### config.mk
export PLATFORM = sky130hd
export DESIGN_NAME = if_prefetch_buf
export DESIGN_NICKNAME = d
export VERILOG_FILES = /design/src/rtl/if_prefetch_buf.sv
export SDC_FILE = /design/constraint.sdc
export NUM_CORES = 1
export LEC_CHECK = 0
export BUFFER_PORTS_ARGS = -buffer_cell sky130_fd_sc_hd__buf_2
export CAP_MARGIN = 20
export CORE_MARGIN = 8
export CORE_UTILIZATION = 30
export CTS_CLUSTER_DIAMETER = 50
export CTS_CLUSTER_SIZE = 30
export DETAILED_ROUTE_END_ITERATION = 6
export PLACE_DENSITY_LB_ADDON = 0.3
export SLEW_MARGIN = 20
export SYNTH_ARGS = -nofsm -noshare
export SYNTH_HDL_FRONTEND = slang
export SYNTH_SLANG_ARGS = --single-unit
### constraint.sdc
create_clock -name clk -period 2.85 [get_ports clk]
set_input_delay 0.4275 -clock clk [delete_from_list [all_inputs] [get_ports clk]]
set_output_delay 0.4275 -clock clk [all_outputs]
set_load 0.02 [all_outputs]
### src/rtl/if_prefetch_buf.sv
// if_prefetch_buf: sequential instruction prefetch from a 1-cycle ROM into a small FIFO.
// Define IF_PREFETCH_BYPASS_EN to forward a ROM word straight to fetch when the FIFO is empty.
module if_prefetch_buf #(
    parameter int unsigned DEPTH      = 4,
    parameter logic [31:0] RESET_ADDR = 32'h0000_0000
) (
    input  logic                    clk,
    input  logic                    rst_n,
    output logic                    rom_req_o,
    output logic [31:0]             rom_addr_o,
    input  logic [31:0]             rom_inst_i,
    input  logic                    flush_i,
    input  logic [31:0]             flush_addr_i,
    output logic                    inst_valid_o,
    input  logic                    inst_ready_i,
    output logic [31:0]             inst_o,
    output logic [31:0]             inst_addr_o,
    output logic [$clog2(DEPTH):0]  count_o
);
    localparam int unsigned AW = $clog2(DEPTH);
    logic [31:0]   pc_q, pc_d, rsp_addr_q;
    logic          rsp_valid_q;
    logic [AW-1:0] rd_q, rd_d, wr_q, wr_d;
    logic [AW:0]   cnt_q, cnt_d;
    logic [AW+1:0] credit;
    logic [31:0]   addr_mem [DEPTH];
    logic [31:0]   inst_mem [DEPTH];
    logic          fifo_nempty, byp, push, fifo_pop;

    // Buffered entries plus the word still in flight must never exceed DEPTH.
    assign credit      = {1'b0, cnt_q} + (AW+2)'(rsp_valid_q);
    assign fifo_nempty = cnt_q != '0;
    assign rom_req_o   = rst_n & ~flush_i & (credit < (AW+2)'(DEPTH));
    assign rom_addr_o  = pc_q;
    assign count_o     = cnt_q;
`ifdef IF_PREFETCH_BYPASS_EN
    assign byp = ~fifo_nempty & rsp_valid_q;
`else
    assign byp = 1'b0;
`endif
    assign inst_valid_o = rst_n & ~flush_i & (fifo_nempty | byp);
    assign inst_o       = ~inst_valid_o ? '0 : fifo_nempty ? inst_mem[rd_q] : rom_inst_i;
    assign inst_addr_o  = ~inst_valid_o ? '0 : fifo_nempty ? addr_mem[rd_q] : rsp_addr_q;
    assign fifo_pop     = inst_valid_o & inst_ready_i & fifo_nempty;
    // A bypassed word taken by fetch is consumed and never enters the FIFO.
    assign push         = rst_n & rsp_valid_q & ~flush_i & ~(byp & inst_ready_i);

    always_comb begin
        pc_d  = rom_req_o ? pc_q + 32'd4 : pc_q;
        rd_d  = fifo_pop ? rd_q + AW'(1) : rd_q;
        wr_d  = push ? wr_q + AW'(1) : wr_q;
        cnt_d = cnt_q + (AW+1)'(push) - (AW+1)'(fifo_pop);
    end

    always_ff @(posedge clk) begin
        if (!rst_n) begin
            pc_q        <= RESET_ADDR;
            rd_q        <= '0;
            wr_q        <= '0;
            cnt_q       <= '0;
            rsp_valid_q <= 1'b0;
            rsp_addr_q  <= '0;
        end else begin
            pc_q        <= flush_i ? (flush_addr_i & ~32'd3) : pc_d;
            rd_q        <= flush_i ? '0 : rd_d;
            wr_q        <= flush_i ? '0 : wr_d;
            cnt_q       <= flush_i ? '0 : cnt_d;
            rsp_valid_q <= rom_req_o;
            rsp_addr_q  <= rom_addr_o;
        end
    end

    always_ff @(posedge clk) begin
        if (push) begin
            addr_mem[wr_q] <= rsp_addr_q;
            inst_mem[wr_q] <= rom_inst_i;
        end
    end

    no_overflow: assert property (@(posedge clk) disable iff (!rst_n)
        !(push && !fifo_pop && cnt_q == (AW+1)'(DEPTH)));
endmodule

# == Word level (Yosys, flattened, before mapping) ==
# Memories as Yosys holds them, arrays and structs flattened. A register that Yosys moved wholly into a read port is not among the register bits.
# Index checks and enable logic that the tools add are counted.
# word_totals
reg_bits,72
latch_bits,0
ram_bits,256
romBits,0
inputBits,68
output_inout_bits,101
wordCells,40
mem_count,2
# memory_table
name,words,width,read_ports,rd_ports_with_merged_regs,write_ports,line,source
addr_mem,4,32,1,1,1,26,logic [31:0] addr_mem [DEPTH];
inst_mem,4,32,1,1,1,27,logic [31:0] inst_mem [DEPTH];
# classes
n_addsub,6
multipliers,0
n_div,0
magnitude_cmp,1
eq_ne,0
shift,0
mux,12
bitwise_logic,9
reduce_logical,3
# op_table
cell,n
$mux 32,6
$add 32x3->32 const B,1
$mux 2,4
$and 1x1->1,7
$add 2x1->2 const B,2
$add 3x1->4,1
$lt 4x3->1 const B,1
$add 3x1->3,1
$reduce_bool 3->1,1
$sub 3x1->3,1
$mux 1,2
$not 1->1,2
$reduce_bool 2->1,1
$reduce_or 2->1,1

# == Longest topological paths before layout ==
# logic_depth
depth_word,7
ltp_mapped,12
ltp_nobuf,10

# == Worst setup path before layout ==
# Ideal clock, no wire load.
# synth_timing
kind,input-to-reg
from,input port flush_i
to,"memory addr_mem[0][10], enable pin"
setup_time_ns,0.427
t_arrival_ns,2.418
setup_slack_ns,0.005
cell_stages,3
path_cell_list,clkbuf_1 nor2b_1 and3_1
# synth_between
elab_chain_cells,4
# synth_lines
element,line,source
"start, declared",12,"input logic flush_i,"
$not 1->1,46,assign push = rst_n & rsp_valid_q & ~flush_i & ~(byp & inst_ready_i);
$and 1x1->1,46,
$mux 1,74,if (push) begin
$mux 1 (not written as such),75,addr_mem[wr_q] <= rsp_addr_q;
"end, declared",26,
# Every way passes these cells.

==> implementation parameters <==
Parameter                              Value

Timing
  Minimum setup slack in the final design    271 ps
  Hold Fails Final Rpt    0
  Skew final    23.6 ps
  Share of the cycle needed by the critical path after routing    0.905
  Max-slew violations    0
  RSZ-0062 raised after global routing    false
  Final sum of negative setup slack    0 ps
  Highest clock frequency the design can meet    388 MHz
  Final critical-path required period    2580 ps
  Final setup viols    0

Setup path
  Setup slack of the worst register-to-register path    490 ps
  Critical Path Sink Type    output pin
  End of the worst register-to-register path    rom_addr_o[25]$_SDFFE_PN0P_
  Cell with the largest stage delay on the worst path    sky130_fd_sc_hd__mux4_2
  Required time of the worst setup path    2420 ps
  Critical Path AT    2150 ps
  CP Launch Type    register
  Critical path peak fanout    23
  Critical Path Max Stage Delay    570 ps
  Critical path buffers and inverters    2
  Category of the critical setup timing path    reg -> out
  Ordered cell list for the critical path    buf_12, mux4_2, and2_1, buf_2
  Cell depth of the worst flop-to-flop path    6
  Kind of cell with the highest combined delay on the critical path    multiplexers
  Reg-to-reg critical path startpoint    count_o[1]$_SDFF_PP0_

Status
  Outcome    complete, no violations

Logic synthesis
  Post-synthesis sequential element count    318
  Syn Inst Count    727
  Netlist Area Pre-Place    12,300 µm²
  Share of flip-flops with an asynchronous set or reset    0
  Library cells used by synthesis    49
  Sequential area share after synthesis    0.717
  Post-synth top area share    0.603
  Number of synthesized flops with an enable pin    248
  Top area cells in the synthesized netlist    sky130_fd_sc_hd__edfxtp_1, sky130_fd_sc_hd__dfxtp_1, sky130_fd_sc_hd__mux4_2
  Syn_area_per_cell    17.0 µm²
  Ys flop type    sky130_fd_sc_hd__edfxtp_1
  Warnings from Yosys    0
  Cell type with the highest aggregate area in the netlist    sky130_fd_sc_hd__edfxtp_1

CTS
  Number of levels in the clock H-tree    2
  Total clock sinks    318
  Number of hold buffers added after cts    0
  Number of resized instances in the post-cts repair step    0
  Clock root buffer    sky130_fd_sc_hd__clkbuf_16
  Deepest clock path buffer count    3
  TritonCTS clock tree    yes
  Clock buffer count from CTS    38
  Clock-pin transition on the worst setup and hold timing paths    80 ps
  Clock insertion delay at the later pin of the skew report    550 ps

Power
  Peak supply drop    0.356 mV
  Total power density per cell area    679 nW/µm²
  Pleak    0.00553 µW

Finish
  Leading cell type in the layout, fill and taps excluded    sky130_fd_sc_hd__edfxtp_1
  Syn-to-layout area delta    24.6%
  Antenna diode count    0
  Fraction of layout cells with a size suffix above 1    0.357
  Commonest non-fill, non-tap cells in the layout    sky130_fd_sc_hd__edfxtp_1, sky130_fd_sc_hd__buf_2, sky130_fd_sc_hd__and2_1
  Layout fillers    3,845
  Total number of nets in the final design    999

Global routing
  Aggregate global-route resource usage    0.123
  Total gr overflow    0
  Maximum number of pins on one net before global-route repair    65
  Initial antenna violation count    1
  First-pass GRT wire length    45,200 µm
  Via count of the first global-routing pass    7,437

Routing
  Total number of vias    6,898
  Total Wirelength    29,400 µm
  Remaining DRCs    0
  Routed wire per std cell    19.8 µm
  Post-detailed-route count of antenna-violating nets    0
  Number of search-and-repair iterations in the first detailed-routing pass    5
  Number of DRC violations after detailed-routing iteration 0    399
  Average vias per placed instance    4.65

Placed design
  Routability congestion estimate    0.759
  Placed wire-length estimate after detailed placement    19,500 µm
  Pre-CTS WS    511 ps
  Port-buffer cells    162

Floorplanning
  Area enclosed by the die boundary    47,900 µm²
  Y dimension of the die    219 µm
  # rows    74
  Chip width    219 µm
  Area of the core    40,700 µm²
  Top-level I/O count    169
  Initial core utilization    0.303

Min path
  Endpoint with the worst hold slack    inst_mem[1][30]$_DFFE_PP_
  Start point of the worst min-delay path    rom_inst_i[30]
  WHS Path Cells    1
  Hold crit path type    in -> reg

Flow run
  Number of violations of the max-capacitance limit    0
## stage by stage
| stage | instance area [µm²] | cells | total power [µW] | utilization | hold slack, ps |
|---|---|---|---|---|---|
| final | 15400 | 1484 | 10400 | 0.378 | 104 |
| after floorplan | 12400 | 730 | 5380 | - | 438 |
| after detailed placement | 14000 | 1411 | 5550 | 0.344 | 464 |
| after global placement | 14000 | 1411 | 5550 | 0.344 | 451 |
| after global routing | 15400 | 1484 | 10800 | 0.378 | 65.9 |
| after CTS | 15400 | 1484 | 10600 | 0.378 | 59.9 |
## report_power, final
part	switching [µW]	internal (µW)	total, µW
combinational	196	127	323
sequential	74.6	5050	5130
clock	2200	2800	5000
## worst register-to-register path, cell delays in order (launching register included)
cell                      delay, ps
sky130_fd_sc_hd__dfxtp_1        380
sky130_fd_sc_hd__ha_1           260
sky130_fd_sc_hd__o211a_1        240
sky130_fd_sc_hd__o22a_1         230
sky130_fd_sc_hd__or4_4          630
sky130_fd_sc_hd__or3_1          380
sky130_fd_sc_hd__a31oi_1        160
## metal layers
metal	global-route usage	vias to the layer above	wire length, µm
li1	-	3203	-
met1	0.161	3438	13200
met2	0.197	212	13500
met3	0.0397	45	2110
met4	0.0305	0	564
met5	0	-	0
## repair_timing
action / 4_1_cts / 5_1_grt
buffers inserted: 3 / 0
hold endpoints to repair: 0 / 0
setup endpoints to repair: 6 / 0
## state kept, by name, indices dropped and copies added (netlist names), named ones only
name and cells:
addr_mem 120, count_o 3, inst_mem 128, rd_q 2
rom_addr_o 30, rsp_addr_q 30, rsp_valid_q 1, wr_q 2
## cells in the mapped netlist (4+ instances only)
library cell and instances:
sky130_fd_sc_hd__a21oi_1 20, sky130_fd_sc_hd__buf_4 4, sky130_fd_sc_hd__inv_1 8, sky130_fd_sc_hd__xnor2_1 14
sky130_fd_sc_hd__clkbuf_1 31, sky130_fd_sc_hd__nand3_1 7, sky130_fd_sc_hd__dfxtp_1 70, sky130_fd_sc_hd__nor3_1 4
sky130_fd_sc_hd__o21ai_0 20, sky130_fd_sc_hd__nand4_1 10, sky130_fd_sc_hd__or3_1 5, sky130_fd_sc_hd__ha_1 8
sky130_fd_sc_hd__o211ai_1 6, sky130_fd_sc_hd__mux4_2 62, sky130_fd_sc_hd__xor2_1 7, sky130_fd_sc_hd__a31oi_1 6
sky130_fd_sc_hd__nor4_1 8, sky130_fd_sc_hd__and2_1 94, sky130_fd_sc_hd__nand2_1 34, sky130_fd_sc_hd__and3_1 5
sky130_fd_sc_hd__buf_1 4, sky130_fd_sc_hd__nor2_1 13, sky130_fd_sc_hd__edfxtp_1 248
## worst max path at each step
stage                           from  depth (start not counted)                     endpoint  slack (ps)
5_1_grt                     register                          4              inst_addr_o[12]         140
4_1_cts                     register                          4              inst_addr_o[12]         180
6_report                    register                          4              inst_addr_o[12]         270
3_3_place_gp                   rst_n                         11        count_o[2]$_SDFF_PP0_         500
3_5_place_dp   count_o[1]$_SDFF_PP0_                          6  rom_addr_o[25]$_SDFFE_PN0P_         510
2_1_floorplan                flush_i                          3    addr_mem[0][10]$_DFFE_PP_           5
## kinds of logic after synthesis
kind of cell	after synthesis	synth area share
flip-flops	318	0.717
AND/OR/NAND/NOR	194	0.0906
AO/OA/AOI/OAI	66	0.0326
multiplexers	65	0.116
buffers and inverters	53	0.0194
XOR/XNOR	21	0.0149
adder cells (fa/ha/maj)	9	0.00973
other	1	0.000304
## area by class of cell
type                       instances  area, µm²  share of cell area
sequential                       318       8860               0.576
multi-input combinational        359       3300               0.214
timing repair buffer             196       1200              0.0782
clock buffer                      38        951              0.0618
tap                              532        666              0.0433
clock inverter                    32        380              0.0247
inverter                           9       33.8             0.00220
(Power assumes the default switching activity.)
